===== src/rtl/argmax_pkg.sv =====
// Shared types for the argmax row scheduler: FSM state, width helpers, result FIFO entry.
// Entry fields are sized for up to 2^16 rows/columns; the top uses only the low ROW_W/COL_W bits.
package argmax_pkg;

   typedef enum logic [1:0] {
      ST_IDLE  = 2'd0,
      ST_ISSUE = 2'd1,
      ST_WAIT  = 2'd2
   } state_e;

   localparam int ROW_W_MAX = 16;
   localparam int COL_W_MAX = 16;

   function automatic int row_w(input int m);
      return (m <= 1) ? 1 : $clog2(m);
   endfunction

   function automatic int col_w(input int n);
      return (n <= 1) ? 1 : $clog2(n);
   endfunction

   typedef struct packed {
      logic [ROW_W_MAX-1:0] row;
      logic [COL_W_MAX-1:0] idx;
      logic [31:0]          max;
      logic                 err;
   } res_entry_t;

endpackage


===== src/rtl/argmax_res_fifo.sv =====
// Synchronous result FIFO, power-of-two depth; head visible one cycle after a push into empty.
// Push is dropped only if full with no pop (the scheduler never does this); push+pop when full is legal.
module argmax_res_fifo
   import argmax_pkg::*;
#(
   parameter int  DEPTH   = 4,
   parameter type entry_t = res_entry_t,
   localparam int CNT_W   = $clog2(DEPTH) + 1
) (
   input  logic             clk,
   input  logic             rst,
   input  logic             push_vld,
   input  entry_t           push_dat,
   input  logic             pop_rdy,
   output logic             pop_vld,
   output entry_t           pop_dat,
   output logic [CNT_W-1:0] count
);

   localparam int PTR_W = $clog2(DEPTH);

   entry_t             mem_q [DEPTH];
   logic [PTR_W-1:0]   wr_ptr_q, rd_ptr_q;
   logic [CNT_W-1:0]   cnt_q;
   logic               do_push, do_pop;

   assign pop_vld = (cnt_q != '0);
   assign do_pop  = pop_vld && pop_rdy;
   assign do_push = push_vld && ((cnt_q < CNT_W'(DEPTH)) || do_pop);
   assign pop_dat = mem_q[rd_ptr_q];
   assign count   = cnt_q;

   always_ff @(posedge clk) begin
      if (rst) begin
         wr_ptr_q <= '0;
         rd_ptr_q <= '0;
         cnt_q    <= '0;
      end else begin
         if (do_push) wr_ptr_q <= wr_ptr_q + 1'b1;
         if (do_pop)  rd_ptr_q <= rd_ptr_q + 1'b1;
         cnt_q <= cnt_q + CNT_W'(do_push) - CNT_W'(do_pop);
      end
   end

   always_ff @(posedge clk) begin
      if (do_push) mem_q[wr_ptr_q] <= push_dat;
   end

endmodule


===== src/rtl/argmax_row_sched.sv =====
// Batch scheduler feeding one row at a time to an argmax core; start 1 cycle after command, one job in flight.
// Stalls before each start while the result FIFO is full. Define ARGMAX_SCHED_WDOG_EN for the WAIT watchdog.
module argmax_row_sched
   import argmax_pkg::*;
#(
   parameter int  M           = 8,
   parameter int  N           = 8,
   parameter int  RES_DEPTH   = 4,
   parameter int  TIMEOUT_CYC = 64,
   localparam int ROW_W       = row_w(M),
   localparam int COL_W       = col_w(N)
) (
   input  logic             clk,
   input  logic             rst,
   input  logic             cmd_valid,
   output logic             cmd_ready,
   input  logic [ROW_W-1:0] cmd_row_base,
   input  logic [ROW_W:0]   cmd_row_cnt,
   output logic             core_start,
   output logic [ROW_W-1:0] core_row,
   input  logic             core_busy,
   input  logic             core_done,
   input  logic [COL_W-1:0] core_idx,
   input  logic [31:0]      core_max,
   output logic             res_valid,
   input  logic             res_ready,
   output logic [ROW_W-1:0] res_row,
   output logic [COL_W-1:0] res_idx,
   output logic [31:0]      res_max,
   output logic             res_err,
   output logic             sched_busy,
   output logic             batch_done
);

   localparam int             CNT_W = $clog2(RES_DEPTH) + 1;
   localparam logic [ROW_W:0] M_EXT = (ROW_W+1)'(M);

   state_e           state_q, state_d;
   logic [ROW_W-1:0] base_q, base_d, row_q, row_d;
   logic [ROW_W:0]   cnt_q, cnt_d, k_q, k_d;
   logic             first_q, first_d, zdone_q, zdone_d;
   logic [ROW_W:0]   row_sum;
   logic [ROW_W-1:0] row_nxt;
   logic             accept, timeout, push_vld, last;
   res_entry_t       push_dat, head_dat;
   logic [CNT_W-1:0] fifo_cnt;
   logic             unused_head;

   assign row_sum = {1'b0, base_q} + k_q;
   assign row_nxt = (row_sum >= M_EXT) ? ROW_W'(row_sum - M_EXT) : row_sum[ROW_W-1:0];

   // The first WAIT cycle may still see core_done from the previous job.
   assign accept   = (state_q == ST_WAIT) && !first_q && core_done && !core_busy;
   assign push_vld = accept || timeout;
   assign last     = ((k_q + 1'b1) == cnt_q);

`ifdef ARGMAX_SCHED_WDOG_EN
   localparam int WD_W = $clog2(TIMEOUT_CYC + 1);
   logic [WD_W-1:0] wd_q, wd_d;

   assign timeout = (state_q == ST_WAIT) && !accept && (wd_q == WD_W'(TIMEOUT_CYC - 1));
   assign wd_d    = (state_q == ST_WAIT) ? wd_q + 1'b1 : '0;

   always_ff @(posedge clk) begin
      if (rst) wd_q <= '0;
      else     wd_q <= wd_d;
   end

   assign res_err = head_dat.err;
`else
   localparam int UNUSED_TIMEOUT = TIMEOUT_CYC;
   assign timeout = 1'b0;
   assign res_err = 1'b0;
`endif

   always_comb begin
      push_dat                = '0;
      push_dat.row[ROW_W-1:0] = row_q;
      if (accept) begin
         push_dat.idx[COL_W-1:0] = core_idx;
         push_dat.max            = core_max;
      end else begin
         push_dat.err = 1'b1;
      end
   end

   always_comb begin
      state_d    = state_q;
      base_d     = base_q;
      cnt_d      = cnt_q;
      k_d        = k_q;
      row_d      = row_q;
      first_d    = 1'b0;
      zdone_d    = 1'b0;
      core_start = 1'b0;
      batch_done = zdone_q;
      case (state_q)
         ST_IDLE: begin
            if (cmd_valid) begin
               if (cmd_row_cnt != '0) begin
                  base_d  = cmd_row_base;
                  cnt_d   = cmd_row_cnt;
                  k_d     = '0;
                  state_d = ST_ISSUE;
               end else begin
                  zdone_d = 1'b1;
               end
            end
         end
         ST_ISSUE: begin
            if (fifo_cnt < CNT_W'(RES_DEPTH)) begin
               core_start = 1'b1;
               row_d      = row_nxt;
               first_d    = 1'b1;
               state_d    = ST_WAIT;
            end
         end
         ST_WAIT: begin
            if (push_vld) begin
               k_d = k_q + 1'b1;
               if (last) begin
                  batch_done = 1'b1;
                  state_d    = ST_IDLE;
               end else begin
                  state_d = ST_ISSUE;
               end
            end
         end
         default: state_d = ST_IDLE;
      endcase
   end

   always_ff @(posedge clk) begin
      if (rst) begin
         state_q <= ST_IDLE;
         base_q  <= '0;
         cnt_q   <= '0;
         k_q     <= '0;
         row_q   <= '0;
         first_q <= 1'b0;
         zdone_q <= 1'b0;
      end else begin
         state_q <= state_d;
         base_q  <= base_d;
         cnt_q   <= cnt_d;
         k_q     <= k_d;
         row_q   <= row_d;
         first_q <= first_d;
         zdone_q <= zdone_d;
      end
   end

   assign cmd_ready  = (state_q == ST_IDLE);
   assign sched_busy = (state_q != ST_IDLE);
   assign core_row   = row_nxt;

   argmax_res_fifo #(
      .DEPTH   (RES_DEPTH),
      .entry_t (res_entry_t)
   ) u_res_fifo (
      .clk      (clk),
      .rst      (rst),
      .push_vld (push_vld),
      .push_dat (push_dat),
      .pop_rdy  (res_ready),
      .pop_vld  (res_valid),
      .pop_dat  (head_dat),
      .count    (fifo_cnt)
   );

   assign res_row     = head_dat.row[ROW_W-1:0];
   assign res_idx     = head_dat.idx[COL_W-1:0];
   assign res_max     = head_dat.max;
   assign unused_head = ^head_dat;

endmodule

===== config.mk =====
export PLATFORM = sky130hd
export DESIGN_NAME = argmax_row_sched
export DESIGN_NICKNAME = d
export VERILOG_FILES = /design/src/rtl/argmax_pkg.sv /design/src/rtl/argmax_res_fifo.sv /design/src/rtl/argmax_row_sched.sv
export SDC_FILE = /design/constraint.sdc
export NUM_CORES = 1
export LEC_CHECK = 0
export BUFFER_PORTS_ARGS = -buffer_cell sky130_fd_sc_hd__buf_4
export CELL_PAD_IN_SITES_DETAIL_PLACEMENT = 0
export CELL_PAD_IN_SITES_GLOBAL_PLACEMENT = 1
export CORE_AREA = 2 2 129 131
export CTS_CLUSTER_SIZE = 20
export DETAILED_ROUTE_END_ITERATION = 10
export DIE_AREA = 0 0 131 133
export GPL_ROUTABILITY_DRIVEN = 0
export PLACE_DENSITY = 0.81
export SLEW_MARGIN = 0
export SYNTH_ARGS = -nofsm -noshare
export SYNTH_HDL_FRONTEND = slang
export SYNTH_SLANG_ARGS = --single-unit

===== constraint.sdc =====
create_clock -name clk -period 2.45 [get_ports clk]
set_clock_uncertainty 0.15 [all_clocks]
set_input_delay 0.245 -clock clk [delete_from_list [all_inputs] [get_ports clk]]
set_output_delay 0.245 -clock clk [all_outputs]
set_load 0.05 [all_outputs]

==> results of run 1 <==
cell families after synthesis:
logic type                 count (synthesis)
muxes                                     42
AOI/OAI and AO/OA                         19
buffers and inverters                     31
other                                      1
and+or+nand+nor                           89
adders and majority gates                 10
xor gates and xnor gates                  13
DFF                                      179
synth_stat cells (all sizes together) (3+ instances only):
master	instances
a21oi	8
a22oi	3
and2	40
buf	9
clkbuf	10
dfxtp	27
edfxtp	152
ha	8
inv	12
mux2i	4
mux4	38
nand2	13
nor2	17
nor2b	4
nor3	4
xnor2	9
xor2	4
where the power goes:
group          switching [mW]  internal (mW)  leakage (nW)
clock network            1.11           1.51         0.280
registers               0.113           3.36          1.62
logic                    1.53           1.07          1.27
flip-flops by register name (all words and copies together) (netlist names), 3 cells and up, named ones only:
name and flops:
u_res_fifo.count 3, k_q 4, cnt_q 4, u_res_fifo.mem_q 152, base_q 3, row_q 3
worst max-delay path, stage by stage (launching register included):
cell and delay, ps:
dfxtp_2 360, ha_1 330, xor2_1 160, nor4_1 320, a21o_1 180, buf_4 190
per-layer routing:
metal,wire [um],vias up
li1,-,1714
met1,5790,1841
met2,6570,104
met3,662,11
met4,107,0
met5,0,-
per-stage QoR:
stage	area [sq um]	total power, mW
detailed placement	8130	6.06
global route	8860	9.03
floorplan	7070	5.35
global placement	8130	6.03
finish	8860	8.69
CTS	8780	8.69
final timing paths:
path                                 start                       to  cells after the start
worst max register to register  state_q[1]  u_res_fifo.mem_q[0][28]                      4
worst max-delay path                k_q[0]               batch_done                      5
worst min register to register   base_q[1]                base_q[1]                      2
worst min-delay path                   rst      u_res_fifo.count[2]                      2
final cells by class:
class	instances	area [sq um]
Clock inverter	14	150
Multi-Input combinational cell	174	1830
Inverter	12	45.0
Timing Repair Buffer	124	1010
Clock buffer	18	429
Sequential cell	179	5110
Fill cell	1264	7320
Tap cell	220	275
timing repair:
action,4_1_cts,5_1_grt
buffers inserted,0,9
endpoints found under the setup margin,1,10
cloned,0,0
gates resized for setup,1,3
hold endpoints to repair,8,0
hold buffers,7,0
==> results.md, run 1 <==
- Post-synthesis compound-gate area fraction: 0.0184
- PortBufs: just over 90
- Worst Tran Pin Value: roughly 550 ps
- Via count: 3670
- DR iter-0 viols: 200
- First-pass GRT wire length: between 20000 and 25000 um
- # setup viols final: 0
- Hold slack: between 20 and 30 ps
- Syn-to-layout area delta: 25.4%
- Post-synthesis mux area share: 0.127
- Yosys cell types: 43
- Post-synthesis sequential area ratio: 0.723
- Final worst-path cycle share: 0.965
- Maximum fanout along the worst path: 6
- DIE AREA: 17400 sq um
- Die H: between 100 and 150 um
- F_max: 0.423 GHz
- Post-Synthesis Cells: around 380
- WL final: 13100 um
- DP Wirelength: 8830 um
- Inst Count DP: about 690
- Fin util: 0.548
- Critical Path Sink Type: output port
- Commonest non-fill, non-tap cell in the layout: edfxtp_1
- GR met2 Demand/Resource: 0.257
- Busiest grt layer: met2
- Met1 Track Usage GR: 0.216
- Setup TNS: 0 ps
- Maximum vdd drop: 0.000693 V
- Largest family of logic cells by synthesized area: multiplexers
- Fraction of the mapped netlist area in adder cells: 0.0198
- DRC Markers: 0
- Critical path data arrival time: between 1500 and 2000 ps
- Most frequent cells in the layout: edfxtp_1 (152), buf_4 (111), mux4_2 (38), and2_1 (36), dfxtp_1 (23)
- Startpoint types: register
- Setup WS pre-CTS: 263 ps
- Total grt overflow: 0
- Final WS setup: ~86 ps
- Clk pin slew, worst setup/hold paths: approximately 70 ps
- Number of synthesized register bits: approximately 180
- Fin crit period: between 2000 and 2500 ps
- Fraction of the mapped netlist area in simple logic gates: 0.0751
- Final cell count without fillers: 741
- Final Max Tran Viols: 0
- Syn Area/Cell: roughly 18 sq um
- EDFF count, synth: roughly 150
- Total global routing track utilization: 0.161
- Synth warn: 0
- Mapped Area: about 7000 sq um
- XOR/XNOR share of the synthesized area: 0.0161
- Leakage: about 3.2 nW
- # nets final: around 570
- Row count: 47
- Core area: 16200 sq um
- Routed WL per cell: ~18 um
- Mapped Nets: between 400 and 500
- CP required: 2060 ps
- Die Wd: about 130 um
- Antenna violations before repair: 0
- Vias per cell: between 4 and 5
- Slew Limit Headroom: 0.632
- Worst Hold Class: in -> reg
- Cell Pwr Density: slightly below 1000 nW/um^2
- Clock latency on the worst-skew pair: 420 ps
- CTS root buf: clkbuf_16
- Number of global-route vias before repair: approximately 4000
- Endpoints failing hold: 0
- Initial Utilization: 0.437
- R2R setup slack: ~310 ps
- Worst-case clock buffer depth: 2
- Diode count: 0
- Layout cell share with drive strength beyond 1: 0.388
- Largest cells by area after synthesis: edfxtp_1 (65%), mux4_2 (12%), dfxtp_1 (7.7%)
- Pin count of the biggest net entering global routing: 39
- Area leader, netlist: edfxtp_1
- Final ANT Viol Nets: 0
- Drt pass-1 iters: 4
- Prevailing post-synth register cell: edfxtp_1
- RSZ-0062 raised after global routing: no
- CTS sink cnt: 179
- FFs w/ async S/R, synth: 0
- Total of max-cap violations: 0
- Share of the synthesized area in the top cell type: 0.646
- CP Class: reg -> out
- Status: complete, no violations
- Routing usage on met3: 0.0485
- CTS tree: built
- I/O pins: 95
- Total CTS buffers: 17
- H-tree lvl count: 4
Note: power is estimated with default switching activity, not from simulation.
==> run 2, diff against run 1 <==
--- a/config.mk
+++ b/config.mk
@@ -8,13 +8,15 @@
 export BUFFER_PORTS_ARGS = -buffer_cell sky130_fd_sc_hd__buf_4
 export CELL_PAD_IN_SITES_DETAIL_PLACEMENT = 0
 export CELL_PAD_IN_SITES_GLOBAL_PLACEMENT = 1
-export CORE_AREA = 2 2 129 131
+export CORE_AREA = 2 2 160 162
 export CTS_CLUSTER_SIZE = 20
 export DETAILED_ROUTE_END_ITERATION = 10
-export DIE_AREA = 0 0 131 133
+export DIE_AREA = 0 0 162 164
 export GPL_ROUTABILITY_DRIVEN = 0
-export PLACE_DENSITY = 0.81
+export PLACE_DENSITY = 0.77
+export SKIP_CTS_REPAIR_TIMING = 1
 export SLEW_MARGIN = 0
 export SYNTH_ARGS = -nofsm -noshare
 export SYNTH_HDL_FRONTEND = slang
+export SYNTH_HIERARCHICAL = 1
 export SYNTH_SLANG_ARGS = --single-unit
==> run 2 against run 1 <==
Effect of this change:
- the flow now finishes with violations (negative setup slack)
- routed wire length rose by 6.7%
- sequential cell count stayed put
- design area up 1.9%
- register-to-register slack got worse by 420 ps
- maximum frequency shrank 7.7%
- worst setup slack lost 200 ps
- non-clock buffer count fell by 4
- die area increased by 52%
- synthesized area grew 1.4%
- critical path type is now reg -> reg
- largest power group unchanged
==> results.md, run 2 <==
- Status: finished with violations
- Failing checks: negative setup slack
- # setup viols final: 2
- Post-Synthesis Cells: approximately 380
- Worst r2r path cells: 12
- Fin util: 0.364
- Antenna violations before repair: 0
- Syn-to-layout area delta: 26.1%
- Biggest regs: u_res_fifo/mem_q (152), cnt_q (4), k_q (4)
- Commonest non-fill, non-tap cell in the layout: edfxtp_1
- Most frequent cells in the layout: edfxtp_1 (152), buf_4 (105), mux4_2 (38), and2_1 (36), dfxtp_1 (23)
- CTS root buf: clkbuf_16
- First-pass GRT wire length: 22100 um
- Hold slack: around 37 ps
- Vias per cell: between 4 and 5
- Inst Count DP: between 800 and 900
- Synth warn: 6
- Die Wd: 162 um
- CP Class: reg -> reg
- Initial Utilization: 0.288
- Final worst-path cycle share: 1.05
- H-tree lvl count: 4
- Final WS setup: -112 ps
- Slew Limit Headroom: 0.644
- Post-DP Area: ~8300 sq um
- DP Wirelength: between 9000 and 10000 um
- Via count: roughly 3700
- Row count: 58
- # nets final: 559
- CTS tree: built
- DR iter-0 viols: approximately 180
- Final Max Tran Viols: 0
- Layout cell share with drive strength beyond 1: 0.405
- Clk pin slew, worst setup/hold paths: approximately 70 ps
- Die H: 164 um
- Hold path depth: 2
- Startpoint types: register
- Total grt overflow: 0
- Clock latency on the worst-skew pair: 410 ps
- Routed WL per cell: 16.6 um
- Core area: about 25000 sq um
- CP required: roughly 2600 ps
- Total global routing track utilization: 0.111
- CTS sink cnt: ~180
- Mapped Area: around 7200 sq um
- Post-layout power: 7.96 mW
- Maximum vdd drop: 0.000545 V
- Setup TNS: -129 ps
- RSZ-0062 raised after global routing: yes
- Max reg flops: between 150 and 200
- Setup WS pre-CTS: -266 ps
- Final cell count without fillers: around 840
- DIE AREA: ~27000 sq um
- Leakage: 3.37 nW
- Fin crit period: 2560 ps
- Critical Path Sink Type: register
- Top reg by flops: u_res_fifo/mem_q
- Critical path data arrival time: between 2000 and 3000 ps
- Total of max-cap violations: 0
- DRC Markers: 0
- I/O pins: 95
- Endpoints failing hold: 0
- Drt pass-1 iters: 4
- Pin count of the biggest net entering global routing: 45
- PortBufs: 93
- F_max: approximately 0.39 GHz
- Worst Hold Class: in -> reg
- WL final: between 10000 and 15000 um
- Layout fillers: 2355
- Cell Pwr Density: slightly below 900 nW/um^2
- Final ANT Viol Nets: 0
- Mapped Nets: roughly 440
- Total CTS buffers: 17
- Syn Area/Cell: between 15 and 20 sq um
- Diode count: 0
- Number of global-route vias before repair: 4048
- Maximum fanout along the worst path: 2
- Worst Tran Pin Value: about 530 ps
- Final instance area: roughly 9000 sq um
- Worst-case clock buffer depth: 2
[run 2: power breakdown]
part / leakage, nW / total [mW] / internal [mW] / switching [mW]
clock network: 0.267 / 2.57 / 1.42 / 1.15
logic: 1.26 / 1.98 / 0.802 / 1.18
registers: 1.84 / 3.41 / 3.35 / 0.0595
[run 2: layer usage]
metal / GRT usage / part of all wire / vias to the layer above
met5: 0 / 0 / -
met2: 0.192 / 0.51 / 83
met3: 0.0364 / 0.049 / 5
met4: 0.0253 / 0.0075 / 0
met1: 0.134 / 0.43 / 1913
li1: - / - / 1707
[run 2: cell type report]
cell class              instances  area, sq um  area share
clock buffers                  19          433      0.0480
clock inverters                13          124      0.0137
inverters                      14         55.1     0.00610
multi-input cells             169         1880       0.209
flip-flops and latches        179         5110       0.567
well taps                     330          413      0.0457
repair buffers                120         1000       0.111
[run 2: worst paths after layout]
path         slack, ps                       to    startpoint
min                 40  u_res_fifo/mem_q[3][25]  core_max[24]
max reg2reg       -110      u_res_fifo/count[2]       first_q
max               -110      u_res_fifo/count[2]       first_q
min reg2reg        350                 cnt_q[0]      cnt_q[0]
[run 2: critical path: stages, from the launching register on]
cell and delay [ps]:
dfxtp_2 320, or3b_4 390, nor3_4 190, inv_4 60, nor2_4 110, inv_2 60
ha_4 260, inv_2 40, ha_4 140, fa_2 350, xnor2_2 160, xnor2_1 140
nor2_1 60
